<file path="config.mk">
export PLATFORM = sky130hd
export DESIGN_NAME = beam_acq_seq_flat
export DESIGN_NICKNAME = d
export VERILOG_FILES = /design/src/rtl/beam_acq_seq_if.sv /design/src/rtl/beam_acq_seq.sv /design/src/flat_wrapper.sv
export SDC_FILE = /design/constraint.sdc
export NUM_CORES = 1
export LEC_CHECK = 0
export ABC_AREA = 1
export ABC_CLOCK_PERIOD_IN_PS = 1800
export CORE_UTILIZATION = 35
export DETAILED_ROUTE_END_ITERATION = 8
export GPL_TIMING_DRIVEN = 0
export PLACE_DENSITY_LB_ADDON = 0.2
export SLEW_MARGIN = 20
export SYNTH_ARGS = -nofsm -noshare
export SYNTH_HDL_FRONTEND = slang
export SYNTH_SLANG_ARGS = --single-unit
</file>
<file path="constraint.sdc">
create_clock -name clk -period 1.8 [get_ports clk]
set_clock_uncertainty 0.1 [all_clocks]
set_input_delay 0.36 -clock clk [delete_from_list [all_inputs] [get_ports clk]]
set_output_delay 0.36 -clock clk [all_outputs]
set_load 0.01 [all_outputs]
</file>
<file path="src/rtl/beam_acq_seq_if.sv">
// Control/status bundle between the acquisition sequencer and the beamformer front end.
interface beam_acq_seq_if #(
   parameter int ADDR_WIDTH = 12,
   parameter int LINE_WIDTH = 8,
   parameter int DEAD_WIDTH = 10
);
   logic                  start;
   logic                  abort;
   logic                  tx_trig;
   logic [LINE_WIDTH-1:0] cfg_num_lines;
   logic [ADDR_WIDTH-1:0] cfg_num_samples;
   logic [DEAD_WIDTH-1:0] cfg_dead;
   logic                  tx_req;
   logic                  rd_en;
   logic [ADDR_WIDTH-1:0] rd_addr;
   logic [LINE_WIDTH-1:0] line_idx;
   logic                  sum_valid;
   logic                  line_done;
   logic                  frame_done;
   logic                  busy;

   modport master (
      input  start, abort, tx_trig, cfg_num_lines, cfg_num_samples, cfg_dead,
      output tx_req, rd_en, rd_addr, line_idx, sum_valid, line_done, frame_done, busy
   );

   modport slave (
      output start, abort, tx_trig, cfg_num_lines, cfg_num_samples, cfg_dead,
      input  tx_req, rd_en, rd_addr, line_idx, sum_valid, line_done, frame_done, busy
   );
endinterface

</file>
<file path="src/rtl/beam_acq_seq.sv">
// Per-frame receive acquisition sequencer: tx request, trigger wait, dead time,
// sample address streaming, and a rd_en delay line that marks valid summer output.
module beam_acq_seq #(
   parameter int ADDR_WIDTH = 12,
   parameter int LINE_WIDTH = 8,
   parameter int DEAD_WIDTH = 10,
   parameter int PIPE_LAT   = 2
) (
   input  logic           clk,
   input  logic           reset,
   beam_acq_seq_if.master bus
);
   localparam int DRW = $clog2(PIPE_LAT + 2);

   typedef enum logic [2:0] {S_IDLE, S_TXREQ, S_ARM, S_DEAD, S_ACQ, S_DRAIN} state_t;

   state_t                r_state;
   logic [LINE_WIDTH-1:0] r_lines;
   logic [ADDR_WIDTH-1:0] r_samples;
   logic [DEAD_WIDTH-1:0] r_dead;
   logic [DEAD_WIDTH-1:0] r_dead_cnt;
   logic [DRW-1:0]        r_drain;
   logic [LINE_WIDTH-1:0] r_line_idx;
   logic [ADDR_WIDTH-1:0] r_rd_addr;
   logic                  r_tx_req;
   logic                  r_rd_en;
   logic                  r_line_done;
   logic                  r_frame_done;
   logic                  r_busy;
   logic [PIPE_LAT:1]     r_vld_pipe;

   logic w_last_addr;
   logic w_last_line;

   assign w_last_addr = (r_rd_addr == r_samples - ADDR_WIDTH'(1));
   assign w_last_line = (r_line_idx == r_lines - LINE_WIDTH'(1));

   always_ff @(posedge clk) begin
      if (reset) begin
         r_state      <= S_IDLE;
         r_lines      <= '0;
         r_samples    <= '0;
         r_dead       <= '0;
         r_dead_cnt   <= '0;
         r_drain      <= '0;
         r_line_idx   <= '0;
         r_rd_addr    <= '0;
         r_tx_req     <= 1'b0;
         r_rd_en      <= 1'b0;
         r_line_done  <= 1'b0;
         r_frame_done <= 1'b0;
         r_busy       <= 1'b0;
      end else begin
         r_tx_req     <= 1'b0;
         r_line_done  <= 1'b0;
         r_frame_done <= 1'b0;
         if (bus.abort) begin
            r_state    <= S_IDLE;
            r_rd_en    <= 1'b0;
            r_busy     <= 1'b0;
            r_line_idx <= '0;
            r_rd_addr  <= '0;
         end else begin
            case (r_state)
               S_IDLE: begin
                  if (bus.start) begin
                     r_lines    <= bus.cfg_num_lines;
                     r_samples  <= bus.cfg_num_samples;
                     r_dead     <= bus.cfg_dead;
                     r_line_idx <= '0;
                     // An empty frame completes immediately without touching the front end
                     if (bus.cfg_num_lines == '0 || bus.cfg_num_samples == '0) begin
                        r_frame_done <= 1'b1;
                     end else begin
                        r_state  <= S_TXREQ;
                        r_tx_req <= 1'b1;
                        r_busy   <= 1'b1;
                     end
                  end
               end
               S_TXREQ: r_state <= S_ARM;
               S_ARM: begin
                  if (bus.tx_trig) begin
                     if (r_dead == '0) begin
                        r_state   <= S_ACQ;
                        r_rd_en   <= 1'b1;
                        r_rd_addr <= '0;
                     end else begin
                        r_dead_cnt <= r_dead;
                        r_state    <= S_DEAD;
                     end
                  end
               end
               S_DEAD: begin
                  if (r_dead_cnt == DEAD_WIDTH'(1)) begin
                     r_state   <= S_ACQ;
                     r_rd_en   <= 1'b1;
                     r_rd_addr <= '0;
                  end else begin
                     r_dead_cnt <= r_dead_cnt - DEAD_WIDTH'(1);
                  end
               end
               S_ACQ: begin
                  if (w_last_addr) begin
                     r_state   <= S_DRAIN;
                     r_rd_en   <= 1'b0;
                     r_rd_addr <= '0;
                     r_drain   <= DRW'(PIPE_LAT);
                     if (PIPE_LAT == 1) begin
                        r_line_done  <= 1'b1;
                        r_frame_done <= w_last_line;
                     end
                  end else begin
                     r_rd_addr <= r_rd_addr + ADDR_WIDTH'(1);
                  end
               end
               S_DRAIN: begin
                  // done pulses are staged one cycle early so they land on the last drain cycle
                  if (r_drain == DRW'(1)) begin
                     if (w_last_line) begin
                        r_state <= S_IDLE;
                        r_busy  <= 1'b0;
                     end else begin
                        r_line_idx <= r_line_idx + LINE_WIDTH'(1);
                        r_state    <= S_TXREQ;
                        r_tx_req   <= 1'b1;
                     end
                  end else begin
                     r_drain <= r_drain - DRW'(1);
                     if (r_drain == DRW'(2)) begin
                        r_line_done  <= 1'b1;
                        r_frame_done <= w_last_line;
                     end
                  end
               end
               default: r_state <= S_IDLE;
            endcase
         end
      end
   end

   // rd_en delay line matching buffer read + summer latency
   always_ff @(posedge clk) begin
      if (reset || bus.abort) begin
         r_vld_pipe <= '0;
      end else begin
         r_vld_pipe[1] <= r_rd_en;
         for (int k = 2; k <= PIPE_LAT; k++) r_vld_pipe[k] <= r_vld_pipe[k-1];
      end
   end

   assign bus.tx_req     = r_tx_req;
   assign bus.rd_en      = r_rd_en;
   assign bus.rd_addr    = r_rd_addr;
   assign bus.line_idx   = r_line_idx;
   assign bus.sum_valid  = r_vld_pipe[PIPE_LAT];
   assign bus.line_done  = r_line_done;
   assign bus.frame_done = r_frame_done;
   assign bus.busy       = r_busy;
endmodule

</file>
<file path="src/flat_wrapper.sv">
// flat-port wrapper written by rule: the top's interface ports become plain ports
module beam_acq_seq_flat 
#(
   parameter int ADDR_WIDTH = 12,
   parameter int LINE_WIDTH = 8,
   parameter int DEAD_WIDTH = 10,
   parameter int PIPE_LAT   = 2
)
  (clk, reset, bus_start, bus_abort, bus_tx_trig, bus_cfg_num_lines, bus_cfg_num_samples, bus_cfg_dead, bus_tx_req, bus_rd_en, bus_rd_addr, bus_line_idx, bus_sum_valid, bus_line_done, bus_frame_done, bus_busy);
  beam_acq_seq_if #(.ADDR_WIDTH(ADDR_WIDTH), .LINE_WIDTH(LINE_WIDTH), .DEAD_WIDTH(DEAD_WIDTH)) bus_i ();
  input  logic clk;
  input  logic reset;
  input wire logic [$bits(bus_i.start)-1:0] bus_start;
  input wire logic [$bits(bus_i.abort)-1:0] bus_abort;
  input wire logic [$bits(bus_i.tx_trig)-1:0] bus_tx_trig;
  input wire logic [$bits(bus_i.cfg_num_lines)-1:0] bus_cfg_num_lines;
  input wire logic [$bits(bus_i.cfg_num_samples)-1:0] bus_cfg_num_samples;
  input wire logic [$bits(bus_i.cfg_dead)-1:0] bus_cfg_dead;
  output wire logic [$bits(bus_i.tx_req)-1:0] bus_tx_req;
  output wire logic [$bits(bus_i.rd_en)-1:0] bus_rd_en;
  output wire logic [$bits(bus_i.rd_addr)-1:0] bus_rd_addr;
  output wire logic [$bits(bus_i.line_idx)-1:0] bus_line_idx;
  output wire logic [$bits(bus_i.sum_valid)-1:0] bus_sum_valid;
  output wire logic [$bits(bus_i.line_done)-1:0] bus_line_done;
  output wire logic [$bits(bus_i.frame_done)-1:0] bus_frame_done;
  output wire logic [$bits(bus_i.busy)-1:0] bus_busy;
  assign bus_i.start = bus_start;
  assign bus_i.abort = bus_abort;
  assign bus_i.tx_trig = bus_tx_trig;
  assign bus_i.cfg_num_lines = bus_cfg_num_lines;
  assign bus_i.cfg_num_samples = bus_cfg_num_samples;
  assign bus_i.cfg_dead = bus_cfg_dead;
  assign bus_tx_req = bus_i.tx_req;
  assign bus_rd_en = bus_i.rd_en;
  assign bus_rd_addr = bus_i.rd_addr;
  assign bus_line_idx = bus_i.line_idx;
  assign bus_sum_valid = bus_i.sum_valid;
  assign bus_line_done = bus_i.line_done;
  assign bus_frame_done = bus_i.frame_done;
  assign bus_busy = bus_i.busy;
  beam_acq_seq #(.ADDR_WIDTH(ADDR_WIDTH), .LINE_WIDTH(LINE_WIDTH), .DEAD_WIDTH(DEAD_WIDTH), .PIPE_LAT(PIPE_LAT)) u_core (.clk(clk), .reset(reset), .bus(bus_i));
endmodule
</file>
==> metrics.md <==
| Metric | Value |
|---|---|
| Most numerous cell in the Yosys netlist | `nand2_1` |
| Worst Hold End | `u_core.r_vld_pipe[2]` |
| Initial core utilization | `36.3%` |
| Seq/Total Area, Yosys | `34.5%` |
| Initial antenna violation count | `0` |
| Die extent in y | `111 um` |
| Cells after Synth | `627` |
| Syn-to-layout area delta | `37.8%` |
| Setup CP Type | `reg2reg` |
| Vias in the first global route | `4113` |
| ANT nets after route | `0` |
| Reg2reg path depth | `14` |
| Rows | `39` |
| Pins Over Slew Limit | `0` |
| Later-pin clock latency in the skew report | `around 0.34 ns` |
| PD cells | `758 nW/um2` |
| Final std cells w/o fill | `a little under 900` |
| Placed cells | `829` |
| Total grt overflow | `0` |
| Via count | `4337` |
| GRT Total Usage | `roughly a fifth` |
| H-tree depth | `3` |
| RR Endpoint | `u_core.bus.rd_addr[8]` |
| Hold Crit Class | `reg2reg` |
| Reg clk slew, reported paths | `roughly 0.06 ns` |
| Via density | `approximately 5` |
| Share of the synthesized area in the top cell type | `34.5%` |
| Detailed Route WL | `roughly 12000 um` |
| VDD IR max | `0.483 mV` |
| Die Wd | `roughly 110 um` |
| Lkg Pwr | `2.31 nW` |
| Placeable Area | `around 12000 um2` |
| CTS Buf Count | `9` |
| Worst hold start | `u_core.r_vld_pipe[1]` |
| Setup violations, final | `29` |
| Synthesized flop and latch total | `72` |
| Die ar. | `~12000 um2` |
| Synth Cell Area | `4180 um2` |
| DR pass1 iterations | `7` |
| Critical path launch point type | `flip-flop` |
| CP Data Required Time | `1.92 ns` |
| RSZ-0062 raised after global routing | `true` |
| First-pass GRT wire length | `19700 um` |
| Layout cell share with drive strength beyond 1 | `between 20 and 25%` |
| Flop2flop setup slack | `-0.23 ns` |
| Final GP Congestion | `0.884` |
| Post-synthesis cell type count | `43` |
| Starting DRT DRC Count | `226` |
| Slew HR | `59.1%` |
| Synth Flop Type | `dfxtp_1` |
| Clock period minus worst slack | `2.03 ns` |
| Worst EP arrival | `roughly 2.2 ns` |
| FFs w/ async S/R, synth | `0%` |
| ANT cells | `0` |
| Outcome | `complete, but fails checks` |
| Final period util | `113%` |
| Worst Slack Setup Final | `-0.233 ns` |
| HPWL Detailed | `8720 um` |
| CP Capture Type | `flip-flop` |
| CTS Sinks | `72` |
| Max FO, Critical Path | `5` |
| WHS Path Cells | `2` |
| RR Startpoint | `u_core.r_samples[0]` |
| Largest net degree at the start of global routing | `14` |
| Maxcap violations | `0` |
| Synth warnings | `0` |
| Synth Area per Inst | `6.67 um2` |
| Worst Tran Pin Value | `a little over 0.6 ns` |
| Failing checks | `DRC, setup timing` |
| Nets | `762` |
| Yosys top cell by area | `dfxtp_1` |
| IO buf count | `59` |
| CTS tree | `built` |
| Synth area leaders | `dfxtp_1 (34%), nand2_1 (12%), nor2_1 (9.3%), inv_1 (5.9%), nand3_1 (5.1%)` |
| Final Hold Vio Count | `0` |
| Clock buffer depth | `2` |
| Max Freq | `492 MHz` |
| Clock root buffer | `clkbuf_16` |
| Post-synth EDFFs | `0` |
| Setup TNS | `-4.89 ns` |
| Synthesized Nets | `670` |
| WL/cell | `13.8 um` |
| Top cells by count, synth | `nand2_1 (132), nor2_1 (103), dfxtp_1 (72), inv_1 (66), nand3_1 (43)` |
| Top-Level Pins | `61` |
| Residual DRC | `8` |
-- per-layer routing --
| layer | track usage (%) | up-vias | part of all wire (%) |
|---|---|---|---|
| li1 | - | 2220 | - |
| met1 | 24.7 | 1998 | 46 |
| met2 | 33.2 | 99 | 47 |
| met3 | 4.05 | 20 | 3.9 |
| met4 | 8.83 | 0 | 2.4 |
| met5 | 0 | - | 0 |
-- where the power goes --
| part | internal, mW | switching (mW) | total [mW] |
|---|---|---|---|
| clock | 1.11 | 0.717 | 1.83 |
| sequential | 1.66 | 0.0623 | 1.72 |
| combinational | 0.336 | 0.480 | 0.816 |
| total | 3.10 | 1.26 | 4.36 |
-- worst max-delay path: stages, from the launching register on --
cell	delay, ns
dfxtp_2	0.35
inv_4	0.05
ha_4	0.23
xnor2_2	0.12
nor2_1	0.11
nand2_1	0.06
nor2_1	0.10
nand3_1	0.10
nor2_2	0.15
nand3_2	0.11
nand2_4	0.11
nand2_4	0.06
nand2_4	0.08
buf_6	0.13
nor3_2	0.04
-- metrics by stage --
stage	instance area, um2	setup slack [ns]	hold WS [ns]	total power, mW	utilization, %
CTS	5520	-0.203	0.308	4.32	47.9
floorplan	4210	0.00223	0.294	2.22	-
detailed placement	4980	-0.536	0.298	2.45	43.2
finish	5760	-0.233	0.307	4.36	50.0
global route	5760	-0.398	0.321	4.57	50.0
global placement	4980	-0.524	0.296	2.43	43.2
-- how the worst max path moves through the flow --
stage                              startpoint                      to  slack [ns]  cells past startpoint
after global placement              bus_start     u_core.r_samples[9]       -0.52                      7
final                     u_core.r_samples[0]   u_core.bus.rd_addr[8]       -0.23                     14
after CTS                 u_core.r_samples[0]   u_core.bus.rd_addr[7]       -0.20                     14
after global routing      u_core.r_samples[0]   u_core.bus.rd_addr[7]       -0.40                     14
after detailed placement            bus_start     u_core.r_samples[9]       -0.54                      7
after floorplan           u_core.r_samples[1]  u_core.bus.rd_addr[10]       0.002                     14
-- cell families (layout without fill, tap and decap cells) --
group,after synthesis,after routing,share of synthesized area (%)
compound gates,111,111,14.6
xor+xnor,20,20,4.19
fa+ha+maj,8,8,2.40
buf+inv,90,186,8.71
flops,72,72,34.5
simple gates,326,327,35.6
-- area by class of cell --
type                            instances  area, um2
Buffer                                 13       90.1
Clock buffer                           11        243
Clock inverter                          5       56.3
Fill cell                            1181       5760
Inverter                               75        289
Multi-Input combinational cell        466       2650
Sequential cell                        72       1460
Tap cell                              143        179
Timing Repair Buffer                   82        782
-- registers in the layout, indices dropped and copies added (netlist names), 2 cells and up --
signal / count
u_core.bus.line_idx: 8
u_core.bus.rd_addr: 12
u_core.r_dead: 10
u_core.r_dead_cnt: 10
u_core.r_drain: 2
u_core.r_lines: 8
u_core.r_samples: 12
u_core.r_state: 3
u_core.r_vld_pipe: 2
-- repair_timing --
action	in CTS	in global routing
cloned	2	0
setup endpoints to repair	68	78
hold buffers	0	0
pin swaps	12	18
resized for setup	39	80
setup buffers	17	7
-- cell usage in the layout (no fill, tap or decap), types with 3 or more instances in the layout --
master	instances
inv_2	12
buf_6	7
nor2_2	15
a211oi_1	3
ha_1	5
a21oi_2	12
clkbuf_1	4
xor2_1	12
nand2_1	120
dfxtp_1	54
inv_4	3
o21ai_1	8
nand2_4	10
o22ai_1	3
inv_1	60
nor3_4	3
nand3b_1	3
nor2_4	8
nor3_1	6
o21ai_0	36
nand2_2	10
clkdlybuf4s50_1	56
a21oi_1	31
nand4_1	3
clkbuf_16	9
dfxtp_2	18
nor2_1	90
nand3_2	5
buf_4	19
a31oi_1	4
xnor2_1	7
clkbuf_2	3
nor4_1	5
o21ai_2	5
nand3_1	40
Power figures use the tool's default switching activity.
